<file path="src/rtl/srl32_fifo_ctrl_if.sv">
// Streaming handshake bundle for the SRL FIFO controller: the upstream (s_*)
// side and the downstream (m_*) side share one interface instance.
interface srl32_fifo_ctrl_if #(
  parameter int WIDTH = 8
);
  logic             s_valid;
  logic             s_ready;
  logic [WIDTH-1:0] s_data;
  logic             m_valid;
  logic             m_ready;
  logic [WIDTH-1:0] m_data;

  // Environment view: produces upstream data and consumes the output register.
  modport master (
    output s_valid, s_data, m_ready,
    input  s_ready, m_valid, m_data
  );

  // FIFO controller view.
  modport slave (
    input  s_valid, s_data, m_ready,
    output s_ready, m_valid, m_data
  );
endinterface

</file>
<file path="src/rtl/srl32_fifo_ctrl.sv">
// Controller for a FIFO held in an external bank of addressable shift registers
// (newest entry at index 0), with one registered output stage.
module srl32_fifo_ctrl #(
  parameter int WIDTH     = 8,
  parameter int DEPTH     = 32,
  parameter int AFULL_LVL = 28
) (
  input  logic             clk_i,
  input  logic             rst_ni,
  input  logic             flush_i,
  srl32_fifo_ctrl_if.slave bus,
  output logic             srl_ce_o,
  output logic [WIDTH-1:0] srl_d_o,
  output logic [4:0]       srl_a_o,
  input  logic [WIDTH-1:0] srl_q_i,
  output logic [5:0]       count_o,
  output logic             almost_full_o
);

  localparam logic [5:0] DEPTH_C = 6'(DEPTH);
  localparam logic [5:0] AFULL_C = 6'(AFULL_LVL);

  typedef enum logic {
    OEMPTY = 1'b0,
    OFULL  = 1'b1
  } ostate_e;

  ostate_e          ostate_q;
  logic [5:0]       srl_cnt_q;
  logic [5:0]       srl_cnt_d;
  logic [5:0]       srl_cnt_m1;
  logic [WIDTH-1:0] m_data_q;
  logic             m_valid;
  logic             s_ready;
  logic             push;
  logic             load;

  assign m_valid = (ostate_q == OFULL);
  // Space is judged on the SRL alone, so a same-edge load never frees a slot early.
  assign s_ready = (srl_cnt_q < DEPTH_C);
  assign push    = bus.s_valid & s_ready;
  assign load    = (srl_cnt_q != 6'd0) & (~m_valid | bus.m_ready);

  assign srl_cnt_m1 = srl_cnt_q - 6'd1;

  assign bus.s_ready   = s_ready;
  assign bus.m_valid   = m_valid;
  assign bus.m_data    = m_data_q;
  assign srl_ce_o      = push;
  assign srl_d_o       = bus.s_data;
  // Oldest entry sits at the highest occupied index.
  assign srl_a_o       = (srl_cnt_q != 6'd0) ? srl_cnt_m1[4:0] : 5'd0;
  assign count_o       = srl_cnt_q + {5'd0, m_valid};
  assign almost_full_o = (srl_cnt_q >= AFULL_C);

  always_comb begin
    srl_cnt_d = srl_cnt_q;
    if (flush_i) begin
      srl_cnt_d = 6'd0;
    end else begin
      srl_cnt_d = srl_cnt_q + {5'd0, push} - {5'd0, load};
    end
  end

  always_ff @(posedge clk_i or negedge rst_ni) begin
    if (!rst_ni) begin
      srl_cnt_q <= 6'd0;
      ostate_q  <= OEMPTY;
      m_data_q  <= '0;
    end else begin
      srl_cnt_q <= srl_cnt_d;
      if (flush_i) begin
        ostate_q <= OEMPTY;
      end else begin
        case (ostate_q)
          OEMPTY: begin
            if (load) begin
              ostate_q <= OFULL;
              m_data_q <= srl_q_i;
            end
          end
          OFULL: begin
            if (load) begin
              m_data_q <= srl_q_i;
            end else if (bus.m_ready) begin
              ostate_q <= OEMPTY;
            end
          end
          default: ostate_q <= OEMPTY;
        endcase
      end
    end
  end

endmodule
</file>
<file path="src/flat_wrapper.sv">
// flat-port wrapper written by rule: the top's interface ports become plain ports
module srl32_fifo_ctrl_flat 
#(
  parameter int WIDTH     = 8,
  parameter int DEPTH     = 32,
  parameter int AFULL_LVL = 28
)
  (clk_i, rst_ni, flush_i, srl_ce_o, srl_d_o, srl_a_o, srl_q_i, count_o, almost_full_o, bus_s_valid, bus_s_data, bus_m_ready, bus_s_ready, bus_m_valid, bus_m_data);
  srl32_fifo_ctrl_if #(.WIDTH(WIDTH)) bus_i ();
  input  logic clk_i;
  input  logic rst_ni;
  input  logic flush_i;
  output logic srl_ce_o;
  output logic [WIDTH-1:0] srl_d_o;
  output logic [4:0] srl_a_o;
  input  logic [WIDTH-1:0] srl_q_i;
  output logic [5:0] count_o;
  output logic almost_full_o;
  input wire logic [$bits(bus_i.s_valid)-1:0] bus_s_valid;
  input wire logic [$bits(bus_i.s_data)-1:0] bus_s_data;
  input wire logic [$bits(bus_i.m_ready)-1:0] bus_m_ready;
  output wire logic [$bits(bus_i.s_ready)-1:0] bus_s_ready;
  output wire logic [$bits(bus_i.m_valid)-1:0] bus_m_valid;
  output wire logic [$bits(bus_i.m_data)-1:0] bus_m_data;
  assign bus_i.s_valid = bus_s_valid;
  assign bus_i.s_data = bus_s_data;
  assign bus_i.m_ready = bus_m_ready;
  assign bus_s_ready = bus_i.s_ready;
  assign bus_m_valid = bus_i.m_valid;
  assign bus_m_data = bus_i.m_data;
  srl32_fifo_ctrl #(.WIDTH(WIDTH), .DEPTH(DEPTH), .AFULL_LVL(AFULL_LVL)) u_core (.clk_i(clk_i), .rst_ni(rst_ni), .flush_i(flush_i), .bus(bus_i), .srl_ce_o(srl_ce_o), .srl_d_o(srl_d_o), .srl_a_o(srl_a_o), .srl_q_i(srl_q_i), .count_o(count_o), .almost_full_o(almost_full_o));
endmodule
</file>
<file path="config.mk">
export PLATFORM = sky130hd
export DESIGN_NAME = srl32_fifo_ctrl_flat
export DESIGN_NICKNAME = d
export VERILOG_FILES = /design/src/rtl/srl32_fifo_ctrl_if.sv /design/src/rtl/srl32_fifo_ctrl.sv /design/src/flat_wrapper.sv
export SDC_FILE = /design/constraint.sdc
export NUM_CORES = 1
export LEC_CHECK = 0
export ABC_CLOCK_PERIOD_IN_PS = 4200
export BUFFER_PORTS_ARGS = -buffer_cell sky130_fd_sc_hd__buf_2
export CORE_ASPECT_RATIO = 0.7
export CORE_MARGIN = 1
export CORE_UTILIZATION = 45
export DETAILED_ROUTE_END_ITERATION = 7
export PLACE_DENSITY_LB_ADDON = 0.25
export SLEW_MARGIN = 20
export SYNTH_ARGS = -nofsm -noshare
export SYNTH_HDL_FRONTEND = slang
export SYNTH_SLANG_ARGS = --single-unit
</file>
<file path="constraint.sdc">
create_clock -name clk_i -period 4.2 [get_ports clk_i]
set_input_delay 0.84 -clock clk_i [delete_from_list [all_inputs] [get_ports clk_i]]
set_output_delay 0.84 -clock clk_i [all_outputs]
set_load 0.02 [all_outputs]
</file>
* Yosys cells after proc, flatten, opt, wreduce, memory -nomap -nowiden
Index checks and enable logic that the tools add are counted.
Word-level totals: memory bits (writable) 0, memories kept 0, latch bits 0, flip-flop bits (word level) 15, bits of input ports 21, bits in read-only memories 0, output and inout bits 31, word-level logic and storage cells 24
Operators by class: multipliers 0, shift operators 0, divide/modulo/power cells 0, reduce and logical (&&, ||, !) cells 2, magnitude comparators 2, equal/unequal tests 0, muxes and demuxes 8, $add $sub $neg 4, bitwise gates (word level) 5
Operator list (number):
- $add 6x1->6 | 2
- $mux 8 | 1
- $ge 6x5->1 const B | 1
- $lt 6x6->1 const B | 1
- $mux 6 | 1
- $reduce_bool 6->1 | 1
- $sub 6x1->6 | 1
- $mux 5 | 1
- $sub 5x1->5 const B | 1
- $mux 1 | 4
- $and 1x1->1 | 2
- $not 1->1 | 2
- $pmux 1 s2 | 1
- $reduce_and 2->1 | 1
- $or 1x1->1 | 1

* Depth between registers and ports, before layout
word-level depth 6, gate-level depth with buffers 11

* Worst setup path before layout
Ideal clock, no wire load.
path kind input -> register, start point in bus_s_valid, end point reg u_core.srl_cnt_q[4], stages 8, library setup time 86 ps, data arrival time 2439 ps, path buffers 0, setup slack 1675 ps, cell sequence nor2b_1 xnor2_1 ha_1 fa_1 nand2b_1 a21oi_1 o21a_1 nor3_1
Between the ends: cells in the longest elaborated chain, start to end 4
Ends and longest elaborated chain:
- from (decl) | line flat_wrapper.sv:19 | input wire logic [$bits(bus_i.s_valid)-1:0] bus_s_valid;
- $and 1x1->1 | line srl32_fifo_ctrl.sv:41 | assign push = bus.s_valid & s_ready;
- $add 6x1->6 | line srl32_fifo_ctrl.sv:61 | srl_cnt_d = srl_cnt_q + {5'd0, push} - {5'd0, load};
- $sub 6x1->6 | line srl32_fifo_ctrl.sv:61
- $mux 6 | line srl32_fifo_ctrl.sv:58 | if (flush_i) begin
- net u_core.srl_cnt_d[4] | line srl32_fifo_ctrl.sv:30 | logic [5:0] srl_cnt_d;
- to (signal assigned) | line srl32_fifo_ctrl.sv:71 | srl_cnt_q <= srl_cnt_d;
- to (decl) | line srl32_fifo_ctrl.sv:29 | logic [5:0] srl_cnt_q;
The timed path passes the listed nets, and every way through them passes these cells. A chain may end at the register's enable or synchronous reset.

* Worst setup path after layout
start point reg u_core.srl_cnt_q[2], end point reg u_core.srl_cnt_q[5]
Between the ends: cells in the longest elaborated chain, start to end 5, elaborated cells between the ends (all ways) 7, classes of those cells add/sub (2); order compare (1); mux (1); bitwise (2); reduce/logical (1)
Ends and longest elaborated chain:
- $lt 6x6->1 | line srl32_fifo_ctrl.sv:40 | assign s_ready = (srl_cnt_q < DEPTH_C);
- $and 1x1->1 | line srl32_fifo_ctrl.sv:41
- $add 6x1->6 | line srl32_fifo_ctrl.sv:61
- $sub 6x1->6 (*) | line srl32_fifo_ctrl.sv:61
- $mux 6 (*) | line srl32_fifo_ctrl.sv:58
- net u_core.srl_cnt_d[5] | line srl32_fifo_ctrl.sv:30
The timed path passes the listed nets; every way through them passes the cells marked *.

==> impl_metrics.env <==
export IMPL_status="completed"
export IMPL_antenna_found_initial=0
export IMPL_grt_max_degree=16
export IMPL_yosys_warnings=0
export IMPL_synth_area_um2=1130
export IMPL_initial_core_util_pct=49.8
export IMPL_postRouteWirelength_um=2170
export IMPL_rows=14
export IMPL_grt_pass1_vias=810
export IMPL_crit_fanout=6
export IMPL_area_growth_pct=13.8
export IMPL_avgSynthCellArea_um2=10.1
export IMPL_cts_sink_count=15
export IMPL_clockBufferDepth=2
export IMPL_fin_skew_ns=0.00820
export IMPL_cts_tree="yes"
export IMPL_tns_ns=0
export IMPL_seq_area_frac_synth_pct=33.3
export IMPL_worstSetupStartpointType="register"
export IMPL_hold_viol=0
export IMPL_route_detailed_drc=0
export IMPL_post_cts_buffers=0
export IMPL_pwr_share_clk_pct=7.2
export IMPL_yosys_area_top_type_share_pct=33.3
export IMPL_tightest_slew_ns=0.371
export IMPL_via_per_inst=5.02
export IMPL_worst_ep_arrival_time_ns=2.82
export IMPL_global_route_usage_total_pct=18.6
export IMPL_place_gp_congestion=0.795
export IMPL_numPortBuffers=35
export IMPL_ys_types=26
export IMPL_die_w_um=61.8
export IMPL_cts_hold_buf=0
export IMPL_holdCritPathClass="in -> async"
export IMPL_vdd_drop_max_mv=0.330
export IMPL_fin_total_pwr_mw=1.14
export IMPL_diodes=0
export IMPL_cap_violations=0
export IMPL_nNetsFinal=181
export IMPL_power_frac_seq_pct=23.7
export IMPL_power_switching_mw=0.571
export IMPL_setup_viol=0
export IMPL_finalCriticalPeriod_ns=2.59
export IMPL_die_area_um2=2710
export IMPL_crit_slowest_cell="dfrtp_1"
export IMPL_path_cells="inv_1 > ha_1 > nand3_1 > nand2_1 > or2_2 > ha_1 > a21oi_1 > o21a_1 > or4_1 > nand3_1"
export IMPL_n_fill_cell=201
export IMPL_cts_made_buffers=3
export IMPL_cts_resized=0
export IMPL_p_comb_share_pct=69.1
export IMPL_crit_type="reg -> reg"
export IMPL_cp_slowest_stage_delay_ns=0.48
export IMPL_drv_slew=0
export IMPL_clock_latency_ns=0.28
export IMPL_root_buffer="clkbuf_4"
export IMPL_p_leak_nw=0.669
export IMPL_drive_gt1_share_pct=34.3
export IMPL_relSlewSlack_pct=75.3
export IMPL_io_pins=52
export IMPL_power_density_nw_per_um2=888
export IMPL_core_um2=2260
export IMPL_period_share_pct=61.7
export IMPL_die_h_um=43.9
export IMPL_endpoint_kind="register"
export IMPL_ant_nets=0
export IMPL_grt_pass1_wl_um=3630
export IMPL_num_vias=863
export IMPL_grt_overflow=0
export IMPL_critPathRequiredTime_ns=4.43
export IMPL_synth_nets=152
export IMPL_sw_frac_of_total_pct=50.1
export IMPL_htreeDepth=1
export IMPL_synthTopCellsByArea="dfrtp_1, ha_1, mux2_2"
export IMPL_dr_pass1_iters=4
export IMPL_power_internal_mw=0.567
export IMPL_rsz0062_at_grt="false"
export IMPL_clk_pin_slew_ns=0.09
export IMPL_synth_seq_cells=15
export IMPL_drtIter0Drc=32
export IMPL_synthCells=112
export IMPL_max_freq_mhz=386
export IMPL_yosysTopAreaCell="dfrtp_1"
export IMPL_reg2reg_depth=10
export IMPL_wire_per_inst_um=12.6
export IMPL_hpwl_um=1800
registers in the layout, indices dropped and copies added, names as in the netlist:
signal              count
u_core.srl_cnt_q        6
u_core.bus.m_valid      1
u_core.bus.m_data       8
critical path: cells and delay by family, from the launching register on:
| family | cells | cell delay (ns) |
|---|---|---|
| adders and majority gates | 2 | 0.54 |
| buffers and inverters | 1 | 0.15 |
| and+or+nand+nor | 5 | 1.09 |
| DFF | 1 | 0.48 |
| AOI/OAI and AO/OA | 2 | 0.28 |
cells by family (layout without fill, tap and decap cells):
logic type,after synthesis,after routing,synth area share [%]
simple gates,31,31,13.4
buf+inv,20,48,10.7
compound gates,9,9,5.00
xor+xnor,10,10,7.78
fa+ha+maj,19,19,21.8
mux,8,8,8.00
flops,15,15,33.3
power groups by stage:
stage               clock network, mW  registers, mW  logic (mW)
floorplan                           0          0.309       0.549
global placement                    0          0.269       0.765
detailed placement                  0          0.274       0.784
CTS                            0.0844          0.271       0.792
global route                   0.0927          0.280       0.877
finish                         0.0821          0.269       0.787
per-layer routing:
layer / part of all wire (%) / global-route usage, % / vias up / wire, um
met5: 0 / 0 / - / 0
met1: 47 / 25.2 / 419 / 1010
met4: 0 / 4.00 / 0 / 0
li1: - / - / 419 / -
met2: 48 / 29.0 / 25 / 1040
met3: 5.5 / 5.97 / 0 / 119
worst paths after layout:
kind                                       from              endpoint  slack (ns)
hold / removal                           rst_ni  u_core.bus.m_data[3]        0.43
setup / recovery            u_core.srl_cnt_q[2]   u_core.srl_cnt_q[5]        1.61
hold reg to reg            u_core.bus.m_data[4]  u_core.bus.m_data[4]        0.50
max in group asynchronous                rst_ni   u_core.srl_cnt_q[0]        3.52
min in group clk_i         u_core.bus.m_data[4]  u_core.bus.m_data[4]        0.50
setup reg to reg            u_core.srl_cnt_q[2]   u_core.srl_cnt_q[5]        1.61
synth_stat cells:
cell and count:
o21ai_0 2, buf_4 8, inv_2 1, fa_1 1
a21oi_1 3, o21a_1 2, or2_2 1, mux2_2 8
a41o_1 1, nor4_1 2, xor2_1 2, nor2_1 7
and3_1 2, nand2b_1 2, inv_1 8, nor2b_1 3
nor3_1 2, ha_1 18, nand3_1 3, xnor2_1 8
clkbuf_1 1, dfrtp_1 15, buf_6 2, or4_1 1
nand2_1 8, a31oi_1 1
area by class of cell:
| class | instances | area, um^2 | area share (%) |
|---|---|---|---|
| Tap cell | 32 | 40.0 | 3.12 |
| Sequential cell | 15 | 375 | 29.3 |
| Clock buffer | 4 | 26.3 | 2.05 |
| Timing Repair Buffer | 35 | 175 | 13.7 |
| Inverter | 9 | 33.8 | 2.64 |
| Multi-Input combinational cell | 77 | 631 | 49.2 |
placed cells by master, fill, tap and decap left out:
cell,count
buf_2,35
ha_1,18
dfrtp_1,15
nand2_1,8
xnor2_1,8
inv_1,8
mux2_2,8
nor2_1,7
nor2b_1,3
nand3_1,3
a21oi_1,3
clkbuf_4,3
nand2b_1,2
xor2_1,2
o21a_1,2
nor3_1,2
and3_1,2
o21ai_0,2
nor4_1,2
or2_2,1
or4_1,1
inv_2,1
a41o_1,1
a31oi_1,1
fa_1,1
clkbuf_1,1
stage by stage:
step,std cells,worst slack [ns],utilization (%),cell area [um^2],hold slack [ns]
2_1_floorplan,112,1.67,-,1130,0.544
3_3_place_gp,168,1.60,55.5,1250,0.487
3_5_place_dp,168,1.53,55.5,1250,0.491
4_1_cts,172,1.60,56.7,1280,0.441
5_1_grt,172,1.41,56.7,1280,0.442
6_report,172,1.61,56.7,1280,0.434
No activity file was read; power rests on OpenSTA's default activity.
